### src/rtl/pll_reset_seq.sv
// pll_reset_seq: turns the PLL lock flag into two sequenced, synchronous,
// active-low resets. sdram_rst_n is released once lock has been stable for
// LOCK_STABLE_CYCLES cycles. sys_rst_n follows SYS_DELAY_CYCLES later. Both
// resets drop together as soon as lock is lost.
// Optional feature macro: RSTSEQ_BUTTON_EN adds a filtered btn_n reset input.
module pll_reset_seq #(
  parameter int LOCK_STABLE_CYCLES = 1024,
  parameter int SYS_DELAY_CYCLES   = 16,
  parameter int SYNC_STAGES        = 2,
  parameter int BTN_FILTER_CYCLES  = 16
) (
  input  logic       clk,
  input  logic       rst_n,
  input  logic       pll_locked,
`ifdef RSTSEQ_BUTTON_EN
  input  logic       btn_n,
`endif
  output logic       sdram_rst_n,
  output logic       sys_rst_n,
  output logic [7:0] lock_loss_cnt
);

  // A single counter serves both the lock-stability wait and the
  // SDRAM-to-system delay, so it is sized for the longer of the two.
  localparam int MAX_CYC = (LOCK_STABLE_CYCLES > SYS_DELAY_CYCLES) ?
                           LOCK_STABLE_CYCLES : SYS_DELAY_CYCLES;
  localparam int CNT_W   = (MAX_CYC > 1) ? $clog2(MAX_CYC) : 1;
  localparam logic [CNT_W-1:0] LOCK_LAST = CNT_W'(LOCK_STABLE_CYCLES - 1);
  localparam logic [CNT_W-1:0] SYS_LAST  = CNT_W'(SYS_DELAY_CYCLES - 1);
  localparam logic [CNT_W-1:0] CNT_ONE   = CNT_W'(1);

  typedef enum logic [1:0] {
    LOCK_WAIT = 2'd0,
    SDRAM_REL = 2'd1,
    RUN       = 2'd2
  } state_t;

  logic [SYNC_STAGES-1:0] sync_q;
  logic                   lock_s;
  logic                   btn_press;

  state_t                 state_q, state_d;
  logic [CNT_W-1:0]       count_q, count_d;
  logic                   sdram_q, sdram_d;
  logic                   sys_q, sys_d;
  logic [7:0]             loss_q, loss_d;
  logic                   lock_lost;

  // Bring the asynchronous lock flag into the clk domain.
  always_ff @(posedge clk) begin
    if (!rst_n) begin
      sync_q <= '0;
    end else begin
      sync_q <= {sync_q[SYNC_STAGES-2:0], pll_locked};
    end
  end

  assign lock_s = sync_q[SYNC_STAGES-1];

`ifdef RSTSEQ_BUTTON_EN
  localparam int BTN_W = (BTN_FILTER_CYCLES > 0) ? $clog2(BTN_FILTER_CYCLES + 1) : 1;
  localparam logic [BTN_W-1:0] BTN_FULL = BTN_W'(BTN_FILTER_CYCLES);
  localparam logic [BTN_W-1:0] BTN_ONE  = BTN_W'(1);

  logic [1:0]       btn_sync_q;
  logic [BTN_W-1:0] btn_cnt_q;

  // Synchronize the button and count consecutive low samples; the count
  // parks at BTN_FULL so a held press stays asserted until release.
  always_ff @(posedge clk) begin
    if (!rst_n) begin
      btn_sync_q <= 2'b11;
      btn_cnt_q  <= '0;
    end else begin
      btn_sync_q <= {btn_sync_q[0], btn_n};
      if (btn_sync_q[1]) begin
        btn_cnt_q <= '0;
      end else if (btn_cnt_q != BTN_FULL) begin
        btn_cnt_q <= btn_cnt_q + BTN_ONE;
      end
    end
  end

  assign btn_press = (btn_cnt_q == BTN_FULL);
`else
  logic unused_btn_filter;
  assign unused_btn_filter = (BTN_FILTER_CYCLES != 0);
  assign btn_press         = 1'b0;
`endif

  // Next-state logic: lock loss and button press win over every sequencing step.
  always_comb begin
    state_d   = state_q;
    count_d   = count_q;
    sdram_d   = sdram_q;
    sys_d     = sys_q;
    loss_d    = loss_q;
    lock_lost = !lock_s && (state_q != LOCK_WAIT);

    // Losses are only counted once the SDRAM reset had been released; a
    // simultaneous button press still counts the loss exactly once.
    if (lock_lost && (loss_q != 8'hFF)) begin
      loss_d = loss_q + 8'd1;
    end

    if (lock_lost || btn_press) begin
      state_d = LOCK_WAIT;
      count_d = '0;
      sdram_d = 1'b0;
      sys_d   = 1'b0;
    end else begin
      case (state_q)
        LOCK_WAIT: begin
          sdram_d = 1'b0;
          sys_d   = 1'b0;
          if (!lock_s) begin
            count_d = '0;
          end else if (count_q == LOCK_LAST) begin
            state_d = SDRAM_REL;
            count_d = '0;
            sdram_d = 1'b1;
          end else begin
            count_d = count_q + CNT_ONE;
          end
        end
        SDRAM_REL: begin
          sdram_d = 1'b1;
          sys_d   = 1'b0;
          if (count_q == SYS_LAST) begin
            state_d = RUN;
            count_d = '0;
            sys_d   = 1'b1;
          end else begin
            count_d = count_q + CNT_ONE;
          end
        end
        RUN: begin
          sdram_d = 1'b1;
          sys_d   = 1'b1;
        end
        default: begin
          state_d = LOCK_WAIT;
          count_d = '0;
          sdram_d = 1'b0;
          sys_d   = 1'b0;
        end
      endcase
    end
  end

  // Sequencer state, counter and registered reset outputs.
  always_ff @(posedge clk) begin
    if (!rst_n) begin
      state_q <= LOCK_WAIT;
      count_q <= '0;
      sdram_q <= 1'b0;
      sys_q   <= 1'b0;
      loss_q  <= 8'd0;
    end else begin
      state_q <= state_d;
      count_q <= count_d;
      sdram_q <= sdram_d;
      sys_q   <= sys_d;
      loss_q  <= loss_d;
    end
  end

  assign sdram_rst_n   = sdram_q;
  assign sys_rst_n     = sys_q;
  assign lock_loss_cnt = loss_q;

endmodule

### config.mk
export PLATFORM = sky130hd
export DESIGN_NAME = pll_reset_seq
export DESIGN_NICKNAME = d
export VERILOG_FILES = /design/src/rtl/pll_reset_seq.sv
export SDC_FILE = /design/constraint.sdc
export NUM_CORES = 1
export LEC_CHECK = 0
export ABC_AREA = 1
export ABC_CLOCK_PERIOD_IN_PS = 1500
export BUFFER_PORTS_ARGS = -buffer_cell sky130_fd_sc_hd__buf_4
export CAP_MARGIN = 25
export CORE_ASPECT_RATIO = 1.5
export CORE_MARGIN = 8
export CORE_UTILIZATION = 52
export CTS_CLUSTER_SIZE = 40
export DETAILED_ROUTE_END_ITERATION = 16
export PLACE_DENSITY = 0.76
export SLEW_MARGIN = 5
export SYNTH_ARGS = -nofsm -noshare
export SYNTH_HDL_FRONTEND = slang
export SYNTH_SLANG_ARGS = --single-unit
### constraint.sdc
create_clock -name clk -period 1.5 [get_ports clk]
set_clock_uncertainty 0.15 [all_clocks]
set_input_delay 0.3 -clock clk [delete_from_list [all_inputs] [get_ports clk]]
set_output_delay 0.3 -clock clk [all_outputs]
set_load 0.02 [all_outputs]
; After elaboration in Yosys (flattened, before gate mapping)
; Cells that the tools add are included.
; W data, S select, Z words.
[op_classes]
n_addsub = 2
n_eq_ne = 8
n_mux = 13
n_bitwise = 2
n_reduce_logical = 8
[ops]
columns = op, n
row1 = $mux W10, 3
row2 = $pmux W10 S3, 1
row3 = $add A10 B1 Y10 const B, 1
row4 = $eq A10 B10 Y1 const B, 1
row5 = $eq A10 B4 Y1 const B, 1
row6 = $add A8 B1 Y8 const B, 1
row7 = $ne A8 B8 Y1 const B, 1
row8 = $mux W2, 3
row9 = $ne A2 B2 Y1 const B, 3
row10 = $pmux W2 S3, 1
row11 = $pmux W1 S2, 2
row12 = $reduce_and A4 Y1, 1
row13 = $reduce_or A2 Y1, 2
row14 = $mux W1, 3
row15 = $eq A2 B1 Y1 const B, 1
row16 = $eq A2 B2 Y1 const B, 1
row17 = $logic_and A1 B1 Y1, 2
row18 = $logic_not A2 Y1, 1
row19 = $not A1 Y1, 2
row20 = $reduce_bool A2 Y1, 1
row21 = $logic_not A1 Y1, 1
[totals]
register_bits = 24
output_inout_bits = 10
word_cells = 39

; Longest topological paths before layout
[depth]
ltp_word = 4
mapped_depth = 11
ltp_nobuf = 11

; Worst setup path before layout
; Ideal clock, no wire load.
[synth_timing]
kind = register -> register
from = reg loss_q[1], in the netlist lock_loss_cnt[1]
to = reg loss_q[6], in the netlist lock_loss_cnt[6]
setup_time_ns = 0.132
t_arrival_ns = 1.367
t_required_ns = 1.218
slack_ns = -0.149
stages_incl_launch_ff = 11
path_buffers = 0
period_less_slack_ns = 1.649
path_cell_list = dfxtp_1 ha_1 nand3_1 nor2_1 nand2_1 nand2_2 inv_1 nand2_1 inv_1 o21ai_1 a21oi_1
[synth_via]
elab_chain_len = 2
[synth_lines]
columns = element, line_no
row1 = "start, declared", 46  ; logic [7:0] loss_q, loss_d;
row2 = "start signal, assigned", 164  ; loss_q <= loss_d;
row3 = branches (longest 2 deep; another with $add A8 B1 Y8), --
; Several ways; the timed one is not identified.
; A chain may end at the register's enable or synchronous reset.

; Worst setup path after layout
[layout_timing]
from = reg count_q[0]
to = reg state_q[1]
[layout_via]
elab_chain_len = 3
[layout_lines]
columns = element, line_no
row1 = "start, declared", 43  ; logic [CNT_W-1:0] count_q, count_d;
row2 = "start signal, assigned", 161  ; count_q <= count_d;
row3 = $eq A10 B4 Y1 or $eq A10 B10 Y1 (tied branches), "129, 118"
row4 = $ne A2 B2 Y1 (no source line), --
row5 = $reduce_and A4 Y1 (no source line) *, --
row6 = "end signal, assigned", 160  ; state_q <= state_d;
row7 = "end, declared", 42  ; state_t state_q, state_d;
; Mark *: on every way between the ends. The rest lies on a longest branch, timed or not.

==> metrics.yaml <==
outcome: "finished, violations left"
violations: "setup timing"
start_util: 0.5449
hp-class: "in2reg"
worst-slew-pin-transition_ns: 0.2636
intPower_mw: 0.8069
clkPwrFrac: 0.358
dr_wl_met2_um: 2789
rsz0062_at_grt: "true"
fill_cells: 106
fp.coreArea_um2: 2422
syn2layout_area_growth_pct: 63.22
final_nets: 259
clock_latency_ns: 0.35
cap_violations: 0
num_vias: 1619
highest_layer: "met4"
grt_pass1_wl_um: 6913
synth.top_cell.area_share: 0.3640
finalPower_mw: 1.081
wl_met1_um: 1901
timing.final.crit_share: 1.124
initialDrtViolationCount: 98
routed_wl_um: 5421
synth_area_leaders: "dfxtp_1 (36%), nand2_1 (13%), a21oi_1 (7.6%), inv_1 (7.4%), ha_1 (5.7%)"
cts_tree: "done"
fin_crit_ns: 1.686
clk_path_buf_depth: 2
cts_sinks: 24
ios: 13
worst_setup_path_start_kind: "register"
required_ns: 1.63
gp_congestion: 0.9388
wl_per_cell_um: 19.86
ys_ff_latch: 24
final_area_um2: 2155
p_sw_frac: 0.2535
syn_nets: 201
track_usage: 0.1866
routed_via_density: 5.930
rr_worst_depth: 9
min_delay_path_depth: 3
pwr-share-comb: 0.053
syn_area_per_cell_um2: 6.875
place_area_um2: 1722
yosysWarnings: 0
n_antenna_cell: 0
cts_buffers: 3
cts_max_level: 1
ant_nets: 0
cp-end-kind: "register"
yosys.area.top_type: "dfxtp_1"
switchingPower_mw: 0.2741
met3_wirelength_um: 337
firstDrtPassIters: 4
path_class: "reg2reg"
clk_pin_slew_ns: 0.16
utilization: 0.8895
netlist_area_um2: 1320
final-seq-area_um2: 503.0
power_frac_seq: 0.589
grt_max_degree: 14
clockRootBuffer: "clkbuf_4"
slew_headroom: 0.8242
yosysSeqAreaShare: 0.3640
ir_worst_vdd_mv: 0.4710
setup_slack_ns: -0.1863
critPathArrivalTime_ns: 1.82
overflow: 0
hpwl_um: 2608
p_leak_nw: 0.9823
cp_max_fo: 5
io_buffer_count: 12
netlist_instances: 192
slew_viol_final: 0
power.density_nw_per_um2: 501.7
rows: 22
dieArea_um2: 4440
die_h_um: 77.71
grt_pass1_vias: 1586
finalHoldViolCount: 0
clock.fmax_ghz: 0.5930
synth.distinct_cells: 24
antenna_found_initial: 0
die_w_um: 57.14
setup_viol: 21
drc: 0
final_layout_size_suffix_gt1_frac: 0.5502
multi_input_area_um2: 1022
-- area by class of cell --
type / instances / area share
sequential: 24 / 0.2334
tap: 24 / 0.01394
timing repair buffer: 55 / 0.2091
clock buffer: 4 / 0.01684
inverter: 28 / 0.05226
multi-input combinational: 138 / 0.4744
-- final timing paths --
| kind | start | end | slack (ns) |
|---|---|---|---|
| worst max-delay path | count_q[0] | state_q[1] | -0.19 |
| worst min-delay path | rst_n | lock_loss_cnt[6] | 0.08 |
| worst max register to register | count_q[0] | state_q[1] | -0.19 |
| worst min register to register | sync_q[0] | sync_q[1] | 0.34 |
-- cells in the mapped netlist, drive strengths merged --
cell type	number
nand2	50
inv	28
dfxtp	24
nor2	21
a21oi	20
nand3	14
o21ai	10
ha	6
xor2	5
nand4	3
nor3	3
clkbuf	2
xnor2	2
and3	1
nor4	1
o211ai	1
o21a	1
-- cell usage in the layout (no fill, tap or decap), types with 6 or more instances in the layout --
cell type	Yosys	final
a21oi_1	20	9
a21oi_2	0	11
buf_4	0	47
buf_6	0	6
dfxtp_1	24	14
dfxtp_2	0	6
inv_1	26	18
inv_2	2	7
nand2_1	46	36
nand2_2	4	8
nand2_4	0	6
nand3_1	14	6
nand3_2	0	7
nor2_1	19	10
nor2_2	1	6
-- cell families after synthesis --
group | count (synthesis) | synth area share
XOR/XNOR | 7 | 0.04645
adder cells (fa/ha/maj) | 6 | 0.05687
AND/OR/NAND/NOR | 93 | 0.3166
flip-flops | 24 | 0.3640
AO/OA/AOI/OAI | 32 | 0.1308
buffers and inverters | 30 | 0.08531
-- flip-flops by register name (all words and copies together) (netlist names) --
name / cells
sys_rst_n: 1
lock_loss_cnt: 8
sync_q: 2
sdram_rst_n: 1
state_q: 2
count_q: 10
-- through the flow --
stage | TNS (ns) | cells | setup WS, ns | hold slack, ns
4_1_cts | -0.2046 | 270 | -0.02927 | 0.06714
5_1_grt | -2.942 | 273 | -0.2300 | 0.08599
3_5_place_dp | -0.8477 | 255 | -0.08017 | 0.2567
2_1_floorplan | 0 | 192 | 0.001824 | 0.2400
3_3_place_gp | -0.2158 | 255 | -0.02725 | 0.2506
6_report | -1.934 | 273 | -0.1863 | 0.07669
-- power groups by stage --
stage,Clock [mW],Sequential (mW),Combinational (mW)
finish,0.387,0.637,0.0571
CTS,0.354,0.638,0.0492
detailed placement,0,0.652,0.0400
global placement,0,0.652,0.0389
global route,0.390,0.638,0.0604
floorplan,0,0.652,0.0179
-- worst max-delay path, cell delays in order, from the launching register on --
cell     delay (ns)
dfxtp_4        0.39
ha_4           0.14
nand2_4        0.06
nor2_8         0.17
nand3_2        0.11
nand2_1        0.13
o21ai_2        0.11
nor2_4         0.12
nand2_1        0.08
a21oi_1        0.15
-- metal layers --
layer / global-route usage / vias up
li1: - / 731
met1: 0.1796 / 747
met2: 0.3519 / 101
met3: 0.02932 / 40
met4: 0.1108 / 0
met5: 0 / -
-- timing repair --
item | in CTS | in global routing
buffers inserted | 10 | 3
endpoints found under the setup margin | 18 | 22
hold buffers | 1 | 0
resized for setup | 37 | 47
pin swaps | 14 | 26
hold endpoints to repair | 1 | 0
Power figures use the tool's default switching activity.
